<file path="src/rtl/timer_display_seq.sv">
// MM:SS BCD countdown timer that streams its value as a 5-character ASCII frame over valid/ready.
// Optional colon blink is enabled by defining TIMER_COLON_BLINK_EN.
module timer_display_seq #(
  parameter logic [15:0] RESET_TIME = 16'h0500
) (
  input  logic        clk,
  input  logic        rst,
  input  logic        load,
  input  logic [15:0] load_bcd,
  input  logic        start,
  input  logic        pause,
  input  logic        tick_1hz,
  output logic [3:0]  bcd,
  input  logic [7:0]  ascii,
  output logic [7:0]  char_out,
  output logic [2:0]  char_idx,
  output logic        char_valid,
  input  logic        char_ready,
  output logic [15:0] time_bcd,
  output logic        running,
  output logic        expired
);

  typedef enum logic {IDLE, SEND} state_t;

  state_t      state_q, state_d;
  logic [15:0] time_q, time_d;
  logic        running_q, running_d;
  logic        expired_q, expired_d;
  logic        colon_q, colon_d;
  logic        dirty_q, dirty_d;
  logic [2:0]  idx_q, idx_d;
  logic [15:0] frame_q;
  logic        frame_colon_q;
  logic        take;
  logic        changed;
  logic        tick_ok;
  logic [15:0] time_dec;
  logic [3:0]  digit;

  function automatic logic [15:0] clamp_bcd(input logic [15:0] v);
    logic [15:0] r;
    r[15:12] = (v[15:12] > 4'd9) ? 4'd9 : v[15:12];
    r[11:8]  = (v[11:8]  > 4'd9) ? 4'd9 : v[11:8];
    r[7:4]   = (v[7:4]   > 4'd5) ? 4'd5 : v[7:4];
    r[3:0]   = (v[3:0]   > 4'd9) ? 4'd9 : v[3:0];
    return r;
  endfunction

  // Only ever applied to a nonzero value, so the minutes-tens digit cannot underflow.
  function automatic logic [15:0] dec_bcd(input logic [15:0] v);
    logic [15:0] r;
    r = v;
    if (v[3:0] != 4'd0) begin
      r[3:0] = v[3:0] - 4'd1;
    end else begin
      r[3:0] = 4'd9;
      if (v[7:4] != 4'd0) begin
        r[7:4] = v[7:4] - 4'd1;
      end else begin
        r[7:4] = 4'd5;
        if (v[11:8] != 4'd0) begin
          r[11:8] = v[11:8] - 4'd1;
        end else begin
          r[11:8]  = 4'd9;
          r[15:12] = v[15:12] - 4'd1;
        end
      end
    end
    return r;
  endfunction

  // Timer control: load > pause > start > tick.
  always_comb begin
    time_dec  = dec_bcd(time_q);
    tick_ok   = tick_1hz && running_q && (time_q != 16'h0000);
    time_d    = time_q;
    running_d = running_q;
    expired_d = expired_q;
    colon_d   = colon_q;
    changed   = 1'b0;
    if (load) begin
      time_d    = clamp_bcd(load_bcd);
      running_d = 1'b0;
      expired_d = 1'b0;
      colon_d   = 1'b1;
      changed   = 1'b1;
    end else if (pause) begin
      running_d = 1'b0;
    end else begin
      if (start && (time_q != 16'h0000)) begin
        running_d = 1'b1;
      end
      if (tick_ok) begin
        time_d  = time_dec;
        changed = 1'b1;
`ifdef TIMER_COLON_BLINK_EN
        colon_d = (time_dec == 16'h0000) ? 1'b1 : ~colon_q;
`endif
        if (time_dec == 16'h0000) begin
          expired_d = 1'b1;
          running_d = 1'b0;
        end
      end
    end
  end

  // Frame sequencer next state.
  always_comb begin
    state_d = state_q;
    idx_d   = idx_q;
    take    = 1'b0;
    case (state_q)
      IDLE: begin
        if (dirty_q) begin
          take    = 1'b1;
          state_d = SEND;
          idx_d   = 3'd0;
        end
      end
      SEND: begin
        if (char_ready) begin
          if (idx_q == 3'd4) begin
            state_d = IDLE;
            idx_d   = 3'd0;
          end else begin
            idx_d = idx_q + 3'd1;
          end
        end
      end
      default: begin
        state_d = IDLE;
        idx_d   = 3'd0;
      end
    endcase
    // A change in the same cycle as the snapshot must still produce a later frame.
    dirty_d = changed || (dirty_q && !take);
  end

  always_ff @(posedge clk or posedge rst) begin
    if (rst) begin
      state_q       <= IDLE;
      idx_q         <= 3'd0;
      time_q        <= RESET_TIME;
      running_q     <= 1'b0;
      expired_q     <= 1'b0;
      colon_q       <= 1'b1;
      dirty_q       <= 1'b1;
      frame_q       <= RESET_TIME;
      frame_colon_q <= 1'b1;
    end else begin
      state_q   <= state_d;
      idx_q     <= idx_d;
      time_q    <= time_d;
      running_q <= running_d;
      expired_q <= expired_d;
      colon_q   <= colon_d;
      dirty_q   <= dirty_d;
      if (take) begin
        frame_q       <= time_q;
        frame_colon_q <= colon_q;
      end
    end
  end

  // Outputs are decoded from registered state so reset clears them at once.
  always_comb begin
    digit = 4'd0;
    case (idx_q)
      3'd0:    digit = frame_q[15:12];
      3'd1:    digit = frame_q[11:8];
      3'd3:    digit = frame_q[7:4];
      3'd4:    digit = frame_q[3:0];
      default: digit = 4'd0;
    endcase
    char_valid = (state_q == SEND);
    char_idx   = idx_q;
    bcd        = char_valid ? digit : 4'd0;
    char_out   = 8'h00;
    if (char_valid) begin
      if (idx_q == 3'd2) begin
        char_out = frame_colon_q ? 8'h3A : 8'h20;
      end else begin
        char_out = ascii;
      end
    end
    time_bcd = time_q;
    running  = running_q;
    expired  = expired_q;
  end

endmodule

</file>
<file path="config.mk">
export PLATFORM = sky130hd
export DESIGN_NAME = timer_display_seq
export DESIGN_NICKNAME = d
export VERILOG_FILES = /design/src/rtl/timer_display_seq.sv
export SDC_FILE = /design/constraint.sdc
export NUM_CORES = 1
export LEC_CHECK = 0
export CELL_PAD_IN_SITES_DETAIL_PLACEMENT = 1
export CELL_PAD_IN_SITES_GLOBAL_PLACEMENT = 2
export CORE_AREA = 2 2 94 96
export DETAILED_ROUTE_END_ITERATION = 7
export DIE_AREA = 0 0 96 98
export PLACE_DENSITY_LB_ADDON = 0.1
export SYNTH_ARGS = -nofsm -noshare
export SYNTH_HDL_FRONTEND = slang
export SYNTH_SLANG_ARGS = --single-unit
</file>
<file path="constraint.sdc">
create_clock -name clk -period 2.3 [get_ports clk]
set_input_delay 0.46 -clock clk [delete_from_list [all_inputs] [get_ports clk]]
set_output_delay 0.46 -clock clk [all_outputs]
set_load 0.01 [all_outputs]
</file>
Word level (Yosys, flattened, before mapping)
Cells that the tools add are included.
{"block": "totals", "register_bits": 39, "inputBits": 31, "out_inout_bits": 34, "wordCells": 79}
{"block": "op_classes", "n_addsub": 5, "order_cmp": 4, "eq_ne": 7, "n_mux": 38, "bitwise": 1, "reduce_logical": 17}
{"cell": "2-to-1 mux 16 bit", "count": 3}
{"cell": "2-to-1 mux 4 bit", "count": 9}
{"cell": "2-to-1 mux 8 bit", "count": 3}
{"cell": "logical NOT 16 bit", "count": 1}
{"cell": "2-to-1 mux 1 bit", "count": 16}
{"cell": "case mux 4 bit (4 select lines)", "count": 1}
{"cell": "nonzero test 16 bit", "count": 1}
{"cell": "subtractor 4 x 1 -> 4 bit, second input constant", "count": 4}
{"cell": "greater-than comparator 4 bit, second input constant", "count": 3}
{"cell": "2-to-1 mux 12 bit", "count": 1}
{"cell": "nonzero test 4 bit", "count": 3}
{"cell": "2-to-1 mux 3 bit", "count": 3}
{"cell": "== test 3 x 2 -> 1 bit, second input constant", "count": 2}
{"cell": "!= test 2 bit, second input constant", "count": 3}
{"cell": "case mux 3 bit (2 select lines)", "count": 1}
{"cell": "greater-than comparator 4 x 3 -> 1 bit, second input constant", "count": 1}
{"cell": "logical AND 1 bit", "count": 4}
{"cell": "AND reduction 2 bit", "count": 2}
{"cell": "nonzero test 2 bit", "count": 2}
{"cell": "adder 3 x 1 -> 3 bit, second input constant", "count": 1}
{"cell": "== test 3 x 1 -> 1 bit, second input constant", "count": 1}
{"cell": "== test 3 bit, second input constant", "count": 1}
{"cell": "logical NOT 3 bit", "count": 1}
{"cell": "AND reduction 3 bit", "count": 1}
{"cell": "other kinds (4)", "count": 4}

Logic depth before layout (Yosys ltp)
Gate-level depths: netlist of the first run.
{"block": "depth", "word_depth": 9, "depth_mapped": 6, "depth_no_buf": 6}

Worst setup path before layout of the first run
OpenSTA, ideal clock, no wires.
{"block": "synth_path", "path_type": "reg2reg", "start": "reg time_q[2], in the netlist time_bcd[2]", "end": "reg time_q[11], in the netlist time_bcd[11]", "setup_ns": 0.082, "t_arrival_ns": 2.121, "t_required_ns": 2.218, "setup_slack_ns": 0.097, "path_stages_with_launch": 7, "n_path_buf": 2, "period_less_slack_ns": 2.203, "cell_sequence": "dfrtp_1 > buf_6 > or3_4 > or4_1 > clkbuf_2 > or4_1 > a31oi_1"}
{"block": "synth_via", "elab_chain_len": 5, "elab_cells_between_ends": 9, "classes_between": "mux (4); reduce/logical (5)"}
{"element": "start: declaration", "line_no": "27", "rtl": "logic [15:0] time_q, time_d;"}
{"element": "start signal: assignment", "line_no": "154", "rtl": "time_q <= time_d;"}
{"element": "nonzero test 4 bit", "line_no": "54", "rtl": "if (v[3:0] != 4'd0) begin"}
{"element": "2-to-1 mux 12 bit", "line_no": "54"}
{"element": "2-to-1 mux 16 bit", "line_no": "94", "rtl": "if (tick_ok) begin"}
{"element": "2-to-1 mux 16 bit", "line_no": "88", "rtl": "end else if (pause) begin"}
{"element": "2-to-1 mux 16 bit", "line_no": "82", "rtl": "if (load) begin"}
Parallel ways exist; a longest one is shown, timed or not. The select of a mux whose other input is x is not followed.
A chain may end at the register's enable or synchronous reset.

Final worst setup path of the first run
{"block": "layout_path", "start": "reg idx_q[1], in the netlist char_idx[1]", "end": "out char_out[3]"}
{"block": "layout_via", "elab_chain_len": 3}
{"element": "start: declaration", "line_no": "32", "rtl": "logic [2:0] idx_q, idx_d;"}
{"element": "start signal: assignment", "line_no": "153", "rtl": "idx_q <= idx_d;"}
{"element": "== test 3 x 2 -> 1 bit", "line_no": "181", "rtl": "if (idx_q == 3'd2) begin"}
{"element": "2-to-1 mux 8 bit", "line_no": "181"}
{"element": "2-to-1 mux 8 bit", "line_no": "180", "rtl": "if (char_valid) begin"}
{"element": "end: declaration", "line_no": "15", "rtl": "output logic [7:0] char_out,"}
Every way passes these cells.

==> summary.md, run 1 <==
| Metric | Value |
|---|---|
| HPWL after DPL | `5753 um` |
| Routed wire length | `7656 um` |
| Setup violators final | `0` |
| CP Class | `reg -> out` |
| CP endpoint kind | `primary output` |
| Starting Density | `0.2799` |
| Post-synthesis cell area | `2370 um^2` |
| Clock buffer depth | `2` |
| Setup WS pre-CTS | `26.69 ps` |
| Ys Warns | `0` |
| Leakage | `1.454 nW` |
| Clock Skew | `3.708 ps` |
| TritonRoute pass-1 iters | `4` |
| Row count | `34` |
| Outcome | `complete, no violations` |
| Post-Syn Area per Cell | `9.556 um^2` |
| DRT iter0 DRCs | `104` |
| Unrepaired setup endpoints after global routing | `true` |
| Design Area, Final | `3458 um^2` |
| Slew Viols, Final | `0` |
| Wire per inst | `16.94 um` |
| Die width | `96 um` |
| Root buf cell | `clkbuf_8` |
| ANT cells | `0` |
| Total chip power | `2.896 mW` |
| Worst-skew pair later-pin latency | `300 ps` |
| First-pass GRT wire length | `12230 um` |
| Synth Net Count | `286` |
| Total number of vias | `2324` |
| Worst hold path cell count | `2` |
| Period minus WS final | `2224 ps` |
| R2r worst-path depth | `4` |
| Via density | `5.142` |
| Vias in the first global route | `2278` |
| Nets@finish | `381` |
| DR WL met2 | `3600 um` |
| Worst min path class | `reg -> reg` |
| Wl on met1 | `3626 um` |
| PwrDens | `837.4 nW/um^2` |
| Slew HR | `0.6450` |
| Uppermost layer routed | `met4` |
| Fillers | `971` |
| Net Sw Power | `1.018 mW` |
| Die area | `9408 um^2` |
| Met3 wire len | `358 um` |
| CORE AREA | `8466 um^2` |
| Die Y | `98 um` |
| Measured slew at the worst slew-check pin | `532.5 ps` |
| Final Non-Filler Cells | `452` |
| Worst path required time | `1840 ps` |
| Final Cycle Share | `0.9668` |
| Antenna violations before repair | `0` |
| Register area share after synthesis | `0.4145` |
| Flop pwr share | `0.355` |
| CP startpoint kind | `flip-flop` |
| Share of layout cells above drive strength 1 | `0.2384` |
| Routed Antenna Nets | `0` |
| Final hold violations | `0` |
| Placed Cells | `441` |
| Clock power frac | `0.210` |
| Fin worst setup slack | `76.29 ps` |
| Fraction of registers with async set/reset | `1.000` |
| EDFF count, synth | `0` |
| Top FF cell, synth | `dfrtp_1` |
| Total number of H-tree levels | `2` |
| Peak Freq | `0.4497 GHz` |
| # IOs | `65` |
| Max VDD drop | `281.4 uV` |
| Register bit total from synthesis | `39` |
| Aggregate global-route resource usage | `0.1681` |
| Logic pwr share | `0.434` |
| Pint | `1.878 mW` |
| Inserted Clock Buffers | `5` |
| Distinct cells, synth | `54` |
| Clock transition at the registers of the reported paths | `90 ps` |
| CTS tree | `done` |
| Largest net degree at the start of global routing | `40` |
| Critical Path Fanout Max | `3` |
| Clk sink count | `39` |
| Max-Cap Viols | `0` |
| DRC Markers | `0` |
| Net Sw Frac | `0.3515` |
| Synthesis-to-layout area growth | `45.93%` |
| Cells after synthesis | `248` |
| Placement Cell Area | `3332 um^2` |
| Gr ovfl total | `0` |
| PortBufs | `64` |
| GPL Wtd Cong | `0.7507` |
| Critical Path AT | `1760 ps` |
==> cell type report <==
type,count,area (um^2),share of cell area
Clock buffer,5,68.82,0.01990
Sequential cell,39,984.7,0.2847
Timing Repair Buffer,100,880.8,0.2547
Multi-Input combinational cell,186,1300,0.3759
Inverter,11,41.29,0.01194
Clock inverter,3,47.55,0.01375
Tap cell,108,135.1,0.03907
==> synthesized netlist by cell type, drive strengths merged, types with 3 or more instances <==
master | n | area, um^2
a31oi | 6 | 37.54
nand4 | 3 | 18.77
clkbuf | 10 | 38.78
mux2 | 17 | 191.4
nor3 | 10 | 50.05
nand3 | 3 | 15.01
nand2 | 17 | 63.81
nor2 | 24 | 90.09
nand4b | 4 | 35.03
o31ai | 3 | 22.52
and3 | 6 | 37.54
dfrtp | 34 | 850.8
dfstp | 5 | 131.4
nor4 | 6 | 43.79
o21ai | 11 | 55.05
nor2b | 3 | 18.77
or3 | 3 | 23.77
a32o | 3 | 30.03
ha | 7 | 87.58
and2 | 4 | 25.02
o21a | 5 | 37.54
or4 | 4 | 30.03
a21oi | 7 | 35.03
o211ai | 4 | 30.03
inv | 11 | 41.29
a222oi | 4 | 40.04
==> cells by family after synthesis <==
| logic type | Yosys count | synth area share |
|---|---|---|
| fa+ha+maj | 7 | 0.03696 |
| simple gates | 98 | 0.2260 |
| mux | 19 | 0.08923 |
| buf+inv | 23 | 0.04329 |
| flops | 39 | 0.4145 |
| xor+xnor | 1 | 0.003697 |
| compound gates | 61 | 0.1864 |
==> registers in the layout, indices dropped and copies added, names as in the netlist <==
name and count:
char_idx 3, char_valid 1, dirty_q 1, expired 1
frame_q 16, running 1, time_bcd 16
==> critical path: stages, from the launching register on <==
cell and delay, ps:
dfrtp_1 410, buf_4 150, ha_1 200, nor2b_4 140
buf_4 130, o21a_1 150, dlygate4sd2_1 280
==> path summary, 6_finish.rpt <==
path                                                  to               startpoint  slack (ps)
worst min register to register         dirty_q$_DFF_PP1_        dirty_q$_DFF_PP1_         480
max in group asynchronous        char_idx[0]$_DFFE_PP0P_                      rst        1320
worst max register to register  time_bcd[11]$_DFFE_PP0P_  time_bcd[8]$_DFFE_PP1P_         240
min in group asynchronous         frame_q[7]$_DFFE_PP0P_                      rst         590
worst max-delay path                         char_out[3]  char_idx[1]$_DFFE_PP0P_          80
worst min-delay path                   dirty_q$_DFF_PP1_        dirty_q$_DFF_PP1_         480
==> cells in the final DEF, fill, tap and decap left out, drive strengths merged, types with 2 or more instances in the layout <==
cell | Yosys | routed
nand4b | 4 | 4
and2 | 4 | 4
a31oi | 6 | 6
o31ai | 3 | 3
or3 | 3 | 3
nand2b | 2 | 2
nand2 | 17 | 17
dfstp | 5 | 5
a222oi | 4 | 4
dfrtp | 34 | 34
o211ai | 4 | 4
o21a | 5 | 5
nand3 | 3 | 3
o21ai | 11 | 11
nor4 | 6 | 6
a21o | 2 | 2
a41oi | 2 | 2
mux2i | 2 | 2
nand4 | 3 | 3
mux2 | 17 | 17
or4 | 4 | 4
and3 | 6 | 6
and4 | 2 | 2
inv | 11 | 12
a32o | 3 | 3
or2 | 2 | 2
buf | 2 | 36
dlygate4sd2 | 0 | 8
clkbuf | 10 | 9
a211oi | 2 | 2
nor3 | 10 | 10
a21oi | 7 | 7
nand3b | 2 | 2
ha | 7 | 7
clkdlybuf4s50 | 0 | 52
nor2b | 3 | 3
nor2 | 24 | 24
==> what timing repair did <==
item / in CTS / in global routing
setup buffers: 3 / 0
hold buffers: 0 / 0
pin swaps: 1 / 4
resized for setup: 17 / 9
endpoints found under the setup margin: 13 / 4
==> power groups by stage <==
stage                     Clock [mW]  Sequential (mW)  Combinational [mW]
after detailed placement           0             1.04                1.28
final                          0.609             1.03                1.26
after CTS                      0.618             1.03                1.28
after floorplan                    0             1.03               0.682
after global placement             0             1.04                1.28
after global routing           0.645             1.06                1.39
==> metal layers <==
metal / global-route usage / vias up
met3: 0.03164 / 6
met4: 0.03626 / 0
li1: - / 1127
met2: 0.2618 / 55
met5: 0 / -
met1: 0.2416 / 1136
==> per-stage QoR <==
stage,TNS (ps),util,hold WS [ps]
3_5_place_dp,0,0.3936,471.0
2_1_floorplan,0,-,444.4
3_3_place_gp,-54.45,0.3936,470.6
5_1_grt,-3.735,0.4085,499.4
4_1_cts,0,0.4101,486.0
6_report,0,0.4085,482.1
No activity file was read; power rests on OpenSTA's default activity.
==> inputs of run 2 (changes only) <==
--- a/config.mk
+++ b/config.mk
@@ -7,9 +7,11 @@
 export LEC_CHECK = 0
 export CELL_PAD_IN_SITES_DETAIL_PLACEMENT = 1
 export CELL_PAD_IN_SITES_GLOBAL_PLACEMENT = 2
-export CORE_AREA = 2 2 94 96
+export CORE_AREA = 2 2 77 97
+export CTS_CLUSTER_DIAMETER = 200
 export DETAILED_ROUTE_END_ITERATION = 7
-export DIE_AREA = 0 0 96 98
+export DIE_AREA = 0 0 79 99
+export DONT_BUFFER_PORTS = 1
 export PLACE_DENSITY_LB_ADDON = 0.1
 export SYNTH_ARGS = -nofsm -noshare
 export SYNTH_HDL_FRONTEND = slang
==> run 2 against run 1 <==
Compared with the run above:
- wire length fell by 5.0%
- total power fell by 8.6%
- core utilization fell by 0.55 points
- combinational power fell by 28%
- clock-buffer cell count rose by 1
- largest cell class unchanged
- highest routed layer unchanged
- non-clock buffer count fell by 71
- critical path depth fell by 2
- maximum frequency rose by 2.7%
- via count fell by 12%
==> summary.md, run 2 (same netlist as run 1, synthesis figures left out) <==
| Metric | Value |
|---|---|
| Outcome | `complete, no violations` |
| Fin util | `0.4031` |
| Period minus WS final | `2166 ps` |
| Total number of H-tree levels | `2` |
| CTS tree | `done` |
| Clk sink count | `39` |
| # IOs | `65` |
| Routed wire length | `7272 um` |
| Worst-skew pair later-pin latency | `290 ps` |
| Leakage | `1.156 nW` |
| DRT iter0 DRCs | `92` |
| Reg2reg end | `time_bcd[11]$_DFFE_PP0P_` |
| Storage cell area | `985.9 um^2` |
| Placed Cells | `355` |
| R2r worst-path depth | `4` |
| First-pass GRT wire length | `11670 um` |
| CP Class | `reg -> out` |
| Vias in the first global route | `2245` |
| Fillers | `821` |
| Final Non-Filler Cells | `363` |
| Slew Viols, Final | `0` |
| Fin worst setup slack | `134.3 ps` |
| Unrepaired setup endpoints after global routing | `false` |
| Final hold violations | `0` |
| Postcts setup bufs | `0` |
| Critical Path Start | `char_idx[0]$_DFFE_PP0P_` |
| CORE AREA | `6892 um^2` |
| HPWL after DPL | `5561 um` |
| Max VDD drop | `288.1 uV` |
| Max-Cap Viols | `0` |
| Hold slack final | `184.3 ps` |
| Flop pwr share | `0.398` |
| Critical Path AT | `1710 ps` |
| Synthesis-to-layout area growth | `17.21%` |
| Net Sw Frac | `0.3450` |
| Starting Density | `0.3439` |
| GPL Wtd Cong | `0.7292` |
| Slew HR | `0.4814` |
| Total chip power | `2.648 mW` |
| TritonRoute pass-1 iters | `4` |
| CP endpoint kind | `primary output` |
| Setup tns final | `0 ps` |
| Largest net degree at the start of global routing | `40` |
| Peak Freq | `0.4618 GHz` |
| Clock power frac | `0.258` |
| DRC Markers | `0` |
| Routed Antenna Nets | `0` |
| Design Area, Final | `2778 um^2` |
| Row count | `34` |
| Share of layout cells above drive strength 1 | `0.2527` |
| Clock Skew | `2.928 ps` |
| Antenna violations before repair | `0` |
| Worst path required time | `1840 ps` |
| Commonest non-fill, non-tap cell in the layout | `dfrtp_1` |
| Placement Cell Area | `2639 um^2` |
| Setup violators final | `0` |
| Setup WS pre-CTS | `227.3 ps` |
| Net Sw Power | `0.9134 mW` |
| Aggregate global-route resource usage | `0.1910` |
| Pint | `1.734 mW` |
| Gr ovfl total | `0` |
| Critical Path Fanout Max | `7` |
| CP startpoint kind | `flip-flop` |
| R2R Setup Slk | `210 ps` |
| Area taken by multi-input logic gates | `1287 um^2` |
| Die Y | `99 um` |
| PortBufs | `0` |
| Most frequent cells in the layout | `dfrtp_1 (31), buf_4 (29), nor2_1 (24)` |
| Root buf cell | `clkbuf_8` |
| Clock transition at the registers of the reported paths | `80 ps` |
| Die width | `79 um` |
| Total number of vias | `2054` |
| Wire per inst | `20.03 um` |
| ANT cells | `0` |
| Worst Setup EP | `bcd[0]` |
| Nets@finish | `310` |
| Die area | `7821 um^2` |
| PwrDens | `953.2 nW/um^2` |
| Logic pwr share | `0.345` |
| Via density | `5.658` |
| Worst min path class | `in -> async` |
| Inserted Clock Buffers | `5` |
| Final Cycle Share | `0.9416` |
| Measured slew at the worst slew-check pin | `777.9 ps` |
| Clock buffer depth | `2` |
| Reg2Reg Launch Point | `time_bcd[8]$_DFFE_PP1P_` |
run 2: cell types whose count changed in the layout (fill, tap and decap cells not counted), moves of 4 or more:
cell / before / now
clkbuf_2: 4 / 0
buf_4: 36 / 29
dlygate4sd2_1: 8 / 0
clkdlybuf4s50_1: 52 / 0
run 2: worst min path at each step:
stage                           startpoint  slack, ps                endpoint
detailed placement       dirty_q$_DFF_PP1_        480       dirty_q$_DFF_PP1_
global placement         dirty_q$_DFF_PP1_        480       dirty_q$_DFF_PP1_
CTS                                    rst        210  frame_q[2]$_DFFE_PP0P_
global route                           rst        240  frame_q[7]$_DFFE_PP0P_
floorplan           frame_q[3]$_DFFE_PP0P_        440  frame_q[3]$_DFFE_PP0P_
finish                                 rst        180  frame_q[7]$_DFFE_PP0P_
run 2: what timing repair did:
item,in CTS,in global routing
setup endpoints to repair,0,4
gates resized for setup,0,4
hold endpoints to repair,0,0
hold buffers,0,0
run 2: worst max-delay path, cell delays in order, from the launching register on:
cell      delay [ps]
dfrtp_2          470
ha_1             220
ha_2             210
a222oi_1         370
nor2_1           150
run 2: layout make-up:
type / instances / area share
Clock inverter: 2 / 0.02162
Sequential cell: 39 / 0.3550
Inverter: 11 / 0.01486
Multi-Input combinational cell: 186 / 0.4635
Clock buffer: 6 / 0.02613
Tap cell: 90 / 0.04054
Timing Repair Buffer: 29 / 0.07838
run 2: per-layer routing:
metal | GRT usage | vias to the layer above | routed length, um
li1 | - | 975 | -
met1 | 0.2411 | 1035 | 3167
met2 | 0.3462 | 39 | 3814
met3 | 0.02473 | 5 | 229
met4 | 0.03979 | 0 | 60
met5 | 0 | - | 0
run 2: power groups by stage:
stage | Sequential, mW | Combinational [mW] | Clock [mW]
2_1_floorplan | 1.03 | 0.682 | 0
3_3_place_gp | 1.06 | 0.909 | 0
3_5_place_dp | 1.07 | 0.922 | 0
4_1_cts | 1.05 | 0.926 | 0.695
5_1_grt | 1.08 | 1.02 | 0.716
6_report | 1.05 | 0.913 | 0.682
